`src/rtl/fg_config_loader.sv`:
```
// fg_config_loader
// Byte-serial loader for the function generator's configuration bus.
// Framed WRITE / COMMIT / ABORT / NOP commands arrive over a valid/ready
// byte stream. WRITE bytes are staged in a shadow register. A COMMIT copies
// the whole shadow to the active bus, optionally deferred to the generator's
// sample strobe so a waveform period is never reconfigured mid-sample.
//
// Ports:
//   clk_i          clock
//   rst_i          synchronous reset, active high
//   data_i         command/data byte
//   data_valid_i   data_i valid
//   data_ready_o   loader can accept a byte (combinational from state)
//   sample_strb_i  generator output-valid strobe
//   cr_bus_o       active configuration bus
//   cfg_update_o   one-cycle pulse: cr_bus_o just changed
//   busy_o         high when not idle (combinational from state)
//   error_o        sticky frame error, cleared by the next accepted header
module fg_config_loader #(
   parameter int unsigned                   CONFIG_REG_BITWIDTH = 56,
   parameter logic [CONFIG_REG_BITWIDTH-1:0] RESET_VALUE         = '0,
   parameter bit                            COMMIT_ON_STRB      = 1'b1,
   parameter int unsigned                   TIMEOUT_CYCLES      = 255
) (
   input  logic                           clk_i,
   input  logic                           rst_i,
   input  logic [7:0]                     data_i,
   input  logic                           data_valid_i,
   output logic                           data_ready_o,
   input  logic                           sample_strb_i,
   output logic [CONFIG_REG_BITWIDTH-1:0] cr_bus_o,
   output logic                           cfg_update_o,
   output logic                           busy_o,
   output logic                           error_o
);

   localparam int unsigned NUM_BYTES = CONFIG_REG_BITWIDTH / 8;
   localparam int unsigned CNT_W     = 8;
   localparam logic [CNT_W-1:0] TIMEOUT_LIMIT = CNT_W'(TIMEOUT_CYCLES);

   localparam logic [1:0] OP_NOP    = 2'b00;
   localparam logic [1:0] OP_WRITE  = 2'b01;
   localparam logic [1:0] OP_COMMIT = 2'b10;
   localparam logic [1:0] OP_ABORT  = 2'b11;

   typedef enum logic [1:0] {
      ST_IDLE,
      ST_DATA,
      ST_DROP,
      ST_COMMIT_WAIT
   } state_t;

   state_t                         state;
   logic [CONFIG_REG_BITWIDTH-1:0] shadow;
   logic [2:0]                     ptr;
   logic [3:0]                     remaining;
   logic [CNT_W-1:0]               to_cnt;

   logic       accept;
   logic [1:0] hdr_op;
   logic [2:0] hdr_index;
   logic [3:0] hdr_len;
   logic       hdr_fits;

   // Handshake and header decode
   assign data_ready_o = (state != ST_COMMIT_WAIT);
   assign busy_o       = (state != ST_IDLE);
   assign accept       = data_valid_i & data_ready_o;
   assign hdr_op       = data_i[7:6];
   assign hdr_index    = data_i[2:0];
   assign hdr_len      = 4'(data_i[5:3]) + 4'd1;
   // Max index+length is 7+8=15, so 4 bits cannot overflow
   assign hdr_fits     = (4'(hdr_index) + hdr_len) <= 4'(NUM_BYTES);

   // Loader FSM with shadow/active registers
   always_ff @(posedge clk_i) begin
      if (rst_i) begin
         state        <= ST_IDLE;
         shadow       <= RESET_VALUE;
         cr_bus_o     <= RESET_VALUE;
         cfg_update_o <= 1'b0;
         error_o      <= 1'b0;
         ptr          <= '0;
         remaining    <= '0;
         to_cnt       <= '0;
      end else begin
         cfg_update_o <= 1'b0;
         case (state)
            ST_IDLE: begin
               if (accept) begin
                  error_o <= 1'b0;
                  to_cnt  <= '0;
                  case (hdr_op)
                     OP_WRITE: begin
                        remaining <= hdr_len;
                        if (hdr_fits) begin
                           ptr   <= hdr_index;
                           state <= ST_DATA;
                        end else begin
                           // Out-of-range frame: swallow its payload
                           error_o <= 1'b1;
                           state   <= ST_DROP;
                        end
                     end
                     OP_COMMIT: state  <= ST_COMMIT_WAIT;
                     OP_ABORT:  shadow <= cr_bus_o;
                     OP_NOP:    ;
                     default:   ;
                  endcase
               end
            end

            ST_DATA, ST_DROP: begin
               if (accept) begin
                  if (state == ST_DATA) begin
                     for (int unsigned i = 0; i < NUM_BYTES; i++) begin
                        if (ptr == 3'(i)) shadow[i*8 +: 8] <= data_i;
                     end
                     ptr <= ptr + 3'd1;
                  end
                  remaining <= remaining - 4'd1;
                  to_cnt    <= '0;
                  if (remaining == 4'd1) state <= ST_IDLE;
               end else if (to_cnt == TIMEOUT_LIMIT) begin
                  // Stalled frame: keep bytes already staged, flag and leave
                  error_o <= 1'b1;
                  to_cnt  <= '0;
                  state   <= ST_IDLE;
               end else begin
                  to_cnt <= to_cnt + CNT_W'(1);
               end
            end

            ST_COMMIT_WAIT: begin
               if (!COMMIT_ON_STRB || sample_strb_i) begin
                  cr_bus_o     <= shadow;
                  cfg_update_o <= 1'b1;
                  state        <= ST_IDLE;
               end
            end

            default: state <= ST_IDLE;
         endcase
      end
   end

endmodule

```
`config.mk`:
```
export PLATFORM = sky130hd
export DESIGN_NAME = fg_config_loader
export DESIGN_NICKNAME = d
export VERILOG_FILES = /design/src/rtl/fg_config_loader.sv
export SDC_FILE = /design/constraint.sdc
export NUM_CORES = 1
export LEC_CHECK = 0
export BUFFER_PORTS_ARGS = -buffer_cell sky130_fd_sc_hd__clkbuf_2
export CAP_MARGIN = 15
export CORE_ASPECT_RATIO = 1.1
export CORE_MARGIN = 2
export CORE_UTILIZATION = 35
export CTS_CLUSTER_SIZE = 20
export DETAILED_ROUTE_END_ITERATION = 8
export GPL_ROUTABILITY_DRIVEN = 1
export PLACE_DENSITY_LB_ADDON = 0.25
export SLEW_MARGIN = 0
export SYNTH_ARGS = -nofsm -noshare
export SYNTH_HDL_FRONTEND = slang
export SYNTH_SLANG_ARGS = --single-unit
```
`constraint.sdc`:
```
create_clock -name clk_i -period 2.1 [get_ports clk_i]
set_clock_uncertainty 0.1 [all_clocks]
set_input_delay 0 -clock clk_i [delete_from_list [all_inputs] [get_ports clk_i]]
set_output_delay 0 -clock clk_i [all_outputs]
set_load 0.1 [all_outputs]
```
; ---- Word level (Yosys, flattened, before mapping)
; Index checks and enable logic that the tools add are counted.
[op_classes]
reduce_logical = 19
muxes = 41
bitwise = 2
eq_ne = 34
n_lt_le_gt_ge = 1
n_addsub = 5
[ops]
columns = operator, count
row1 = $mux 56, 4
row2 = $pmux 56 s2, 1
row3 = $mux 8, 10
row4 = $reduce_and 6->1, 8
row5 = $ne 2x2->1 const B, 15
row6 = $pmux 8 s2, 1
row7 = $mux 3, 5
row8 = $mux 2, 6
row9 = $mux 4, 3
row10 = $eq 3x3->1 const B, 3
row11 = $add 8x1->8 const B, 1
row12 = $eq 2x2->1 const B, 4
row13 = $eq 8x8->1 const B, 1
row14 = $pmux 4 s2, 1
row15 = $reduce_and 4->1, 2
row16 = $eq 3x2->1 const B, 2
row17 = $mux 1, 6
row18 = $ne 3x3->1 const B, 2
row19 = $pmux 2 s3, 1
row20 = $pmux 3 s2, 1
row21 = $reduce_and 5->1, 1
row22 = $add 3x1->4 const B, 1
row23 = $add 3x4->4, 1
row24 = $eq 2x1->1 const B, 2
row25 = other kinds (16), 20
[totals]
input_bits = 12
out_inout_bits = 60
register_bits = 131

; ---- Depth between registers and ports, before layout
[logic_depth]
depth_word = 7
mapped_depth = 9

; ---- Worst setup path after synthesis
; OpenSTA, ideal clock, no wires.
[synth_path]
path_kind = register -> register
start = register state[0]
end = register ptr[1]
setup_time_ns = 0.139
required_ns = 1.861
stages_incl_launch_ff = 9
n_path_buf = 1
t_arrival_ns = 2.291
setup_slack_ns = -0.430
synth_period_minus_slack_ns = 2.530
path_cell_list = dfxtp_1 -> inv_1 -> ha_1 -> buf_4 -> inv_1 -> a2bb2oi_1 -> o2111ai_1 -> a211oi_1 -> a211oi_1
[synth_between]
elab_chain_len = 4
elab_cells_between_ends = 14
classes_between = eq/ne: 8 / mux: 1 / bitwise: 1 / reduce/logical: 4
[synth_rtl]
columns = item, line
row1 = from (decl), 53  ; state_t state;
row2 = from (signal assigned), 78  ; state <= ST_IDLE;
row3 = from (signal assigned), 98  ; state <= ST_DATA;
row4 = from (signal assigned), 102  ; state <= ST_DROP;
row5 = "$eq 2x1->1, or another cell as far along", "88, 115"
row6 = $reduce_or 2->1 / $and 1x1->1 (equally long branches), "88, 68"
row7 = $ne 2x2->1 (no source line) / $reduce_bool 2->1 (equally long branches), --
row8 = $reduce_and 6->1 (no source line), --
row9 = to (signal assigned), 97  ; ptr <= hdr_index;
row10 = to (signal assigned), 119  ; ptr <= ptr + 3'd1;
row11 = to (decl), 55  ; logic [2:0] ptr;
; Several ways; a longest one is shown, not always the timed one.
; A chain may end at the register's enable or synchronous reset.

; ---- Worst setup path after layout
[layout_path]
start = register state[0]
end = output port busy_o
[layout_between]
elab_chain_len = 1
[layout_rtl]
columns = item, line
row1 = $reduce_bool 2->1, 67  ; assign busy_o = (state != ST_IDLE);
row2 = to (decl), 33  ; output logic busy_o,
; Every way passes these cells.

==> results.md <==
- Vias in the first global route: 4,837
- # Max-Cap Violations: 0
- Top FF cell, synth: dfxtp_1
- Initial antenna violation count: 0
- Worst-Margin Slew: 584 ps
- H-tree Lvls: 4
- Initial DRC Count: 356
- Initial Util: 35.9%
- Num rows: 48
- Slew Limit Fails: 0
- DRC viols: 0
- Final WS setup: 148 ps
- Die X: 125 µm
- Max VDD drop: 0.774 mV
- Crit end category: output pin
- GR Overflow Total: 0
- Number of fill cells: 1,487
- Run status: completed
- Min-delay worst type: in2reg
- Drt via density: 5.16
- GRT Total Usage: 18.0%
- TritonCTS clock tree: done
- Crit path kind: reg2out
- Area leader, netlist: dfxtp_1
- Critical Path RT: 2000 ps
- Final period util: 93.0%
- Drt first pass iters: 5
- Clk pin slew, worst setup/hold paths: 60 ps
- Clk_lat worst skew: 410 ps
- Most common cell after layout, fill and taps aside: nand2_1
- Routability cong.: 0.854
- Number of synthesis warnings: 0
- Pre-CTS setup slack: -122 ps
- Syn-to-layout area delta: 28.9%
- Wire length of the first global-routing pass: 24.5 mm
- Reg2Reg Depth: 8
- Share of cells above drive strength 1: 21.1%
- Lkg Pwr: 2.84 nW
- Fmax: 512 MHz
- Cells after synthesis: 691
- Leading post-synthesis cells by cell area: dfxtp_1 46%, nand2_1 11%, a21oi_1 5.6%
- Worst hold path cell count: 4
- Tmin final: 1950 ps
- Final setup vio count: 0
- Maximum root-to-sink buffer count: 2
- Die H: 137 µm
- Final Net Count: 807
- Final Hold Viols: 0
- Crit path max-delay cell type: clkbuf_2
- Io pins: 72
- Final hold slack: 41.8 ps
- Worst Setup Start Kind: register
- Worst EP arrival: 1850 ps
- Post-synthesis register bit count: 131
- Crit-path max FO: 10
- Syn Std Cell Area: 5670 µm²
- Number of synthesized flops with an enable pin: 0
- Mean routed wirelength per cell: 15.4 µm
- DR vias: 5,119
- Critical-path cell list: inv_2 > ha_4 > buf_4 > clkinvlp_4 > clkbuf_2
- Synth async-reset ratio: 0%
- Tot Pwr: 8.72 mW
- Final Util: 46.3%
- Drt total wl: 15.3 mm
- Register area share after synthesis: 46.3%
- Antenna Nets Post-Route: 0
- CP peak stage delay: 490 ps
- Detailed placer's ending HPWL: 10.1 mm
- IO buf count: 71
- CTS root buffer: clkbuf_16
- Die area: 17,200 µm²
- Share of the synthesized area in the top cell type: 46.3%
- Commonest non-fill, non-tap cells in the layout: 164 x nand2_1, 129 x dfxtp_1, 78 x nor2_1
- CTS Buf Count: 17
- RSZ-0062 raised after global routing: no
- ANT cells: 0
- P per Cell Area: 1190 nW/µm²
- Mean Syn Cell Area: 8.20 µm²
- Mapped Nets: 718
- Area of the multi-input gates: 2770 µm²
- Clock sinks: 131
- Relative slew slack: 61.1%
- Largest net degree at the start of global routing: 59
- Core Region: 15,800 µm²
- Register area: 2630 µm²
- Synth cell types: 51
- Setup TNS: 0 ps
==> per-stage QoR <==
stage               std cells  cell area (µm²)
finish                    992             7310
global route              992             7310
CTS                       991             7260
detailed placement        952             6500
global placement          952             6500
floorplan                 691             5730
==> synthesized netlist by cell type, types with 2 or more instances <==
master,number
o32ai_1,2
a211oi_1,8
o21ai_0,35
and2_1,2
buf_1,5
nand3b_1,2
mux2i_1,24
a21o_1,4
a311oi_1,31
buf_4,2
and3_1,2
buf_2,7
xor2_1,6
nand2_1,165
nand3_1,3
a21oi_1,63
a22oi_1,2
nor3_1,2
clkbuf_1,25
buf_6,5
a21oi_4,4
nand4_1,3
xnor2_1,2
ha_1,15
o21bai_1,2
dfxtp_1,131
nor2_1,78
inv_1,34
nor2b_1,4
nand2b_1,2
==> per-layer routing <==
| layer | global-route usage, % | share of wire (%) |
|---|---|---|
| met3 | 4.70 | 4.2 |
| met5 | 0 | 0 |
| met2 | 30.6 | 48 |
| met4 | 7.16 | 2.3 |
| met1 | 21.9 | 45 |
==> worst max-delay path, delay by kind of cell, from the launching register on <==
family	cells	cell delay, ps
adders and majority gates	1	170
buffers and inverters	4	890
DFF	1	370
==> layout make-up <==
| cell class | count | share of cell area, % |
|---|---|---|
| tap | 200 | 3.42 |
| sequential | 131 | 35.9 |
| clock inverter | 12 | 3.10 |
| clock buffer | 19 | 6.20 |
| inverter | 35 | 1.95 |
| multi-input combinational | 481 | 37.9 |
| timing repair buffer | 114 | 11.5 |
==> cells by family after synthesis <==
family                   after synthesis  share of synthesized area [%]
AO/OA/AOI/OAI                        163                           19.3
XOR/XNOR                               8                           1.24
adder cells (fa/ha/maj)               15                           3.31
buffers and inverters                 79                           6.18
flip-flops                           131                           46.3
multiplexers                          24                           4.24
AND/OR/NAND/NOR                      271                           19.4
==> where the power goes <==
part	internal [mW]	switching, mW
Combinational	0.922	1.45
Clock	2.29	1.11
Sequential	2.78	0.171
Total	5.99	2.73
==> worst paths after layout <==
path | slack (ps) | end | start
max | 150 | busy_o | state[0]
min | 40 | shadow[37] | data_i[5]
min reg2reg | 350 | cr_bus_o[5] | shadow[5]
max reg2reg | 150 | state[0] | state[0]
==> flip-flops by register name, indices dropped and copies added (netlist names) <==
signal	flops
shadow	56
error_o	1
cfg_update_o	1
remaining	4
cr_bus_o	56
state	2
ptr	3
to_cnt	8
==> timing repair <==
item | 4_1_cts | 5_1_grt
endpoints found under the setup margin | 0 | 18
endpoints found under the hold margin | 37 | 0
setup buffers | 0 | 1
resized for setup | 0 | 8
hold buffers | 8 | 0
Power figures use the tool's default switching activity.
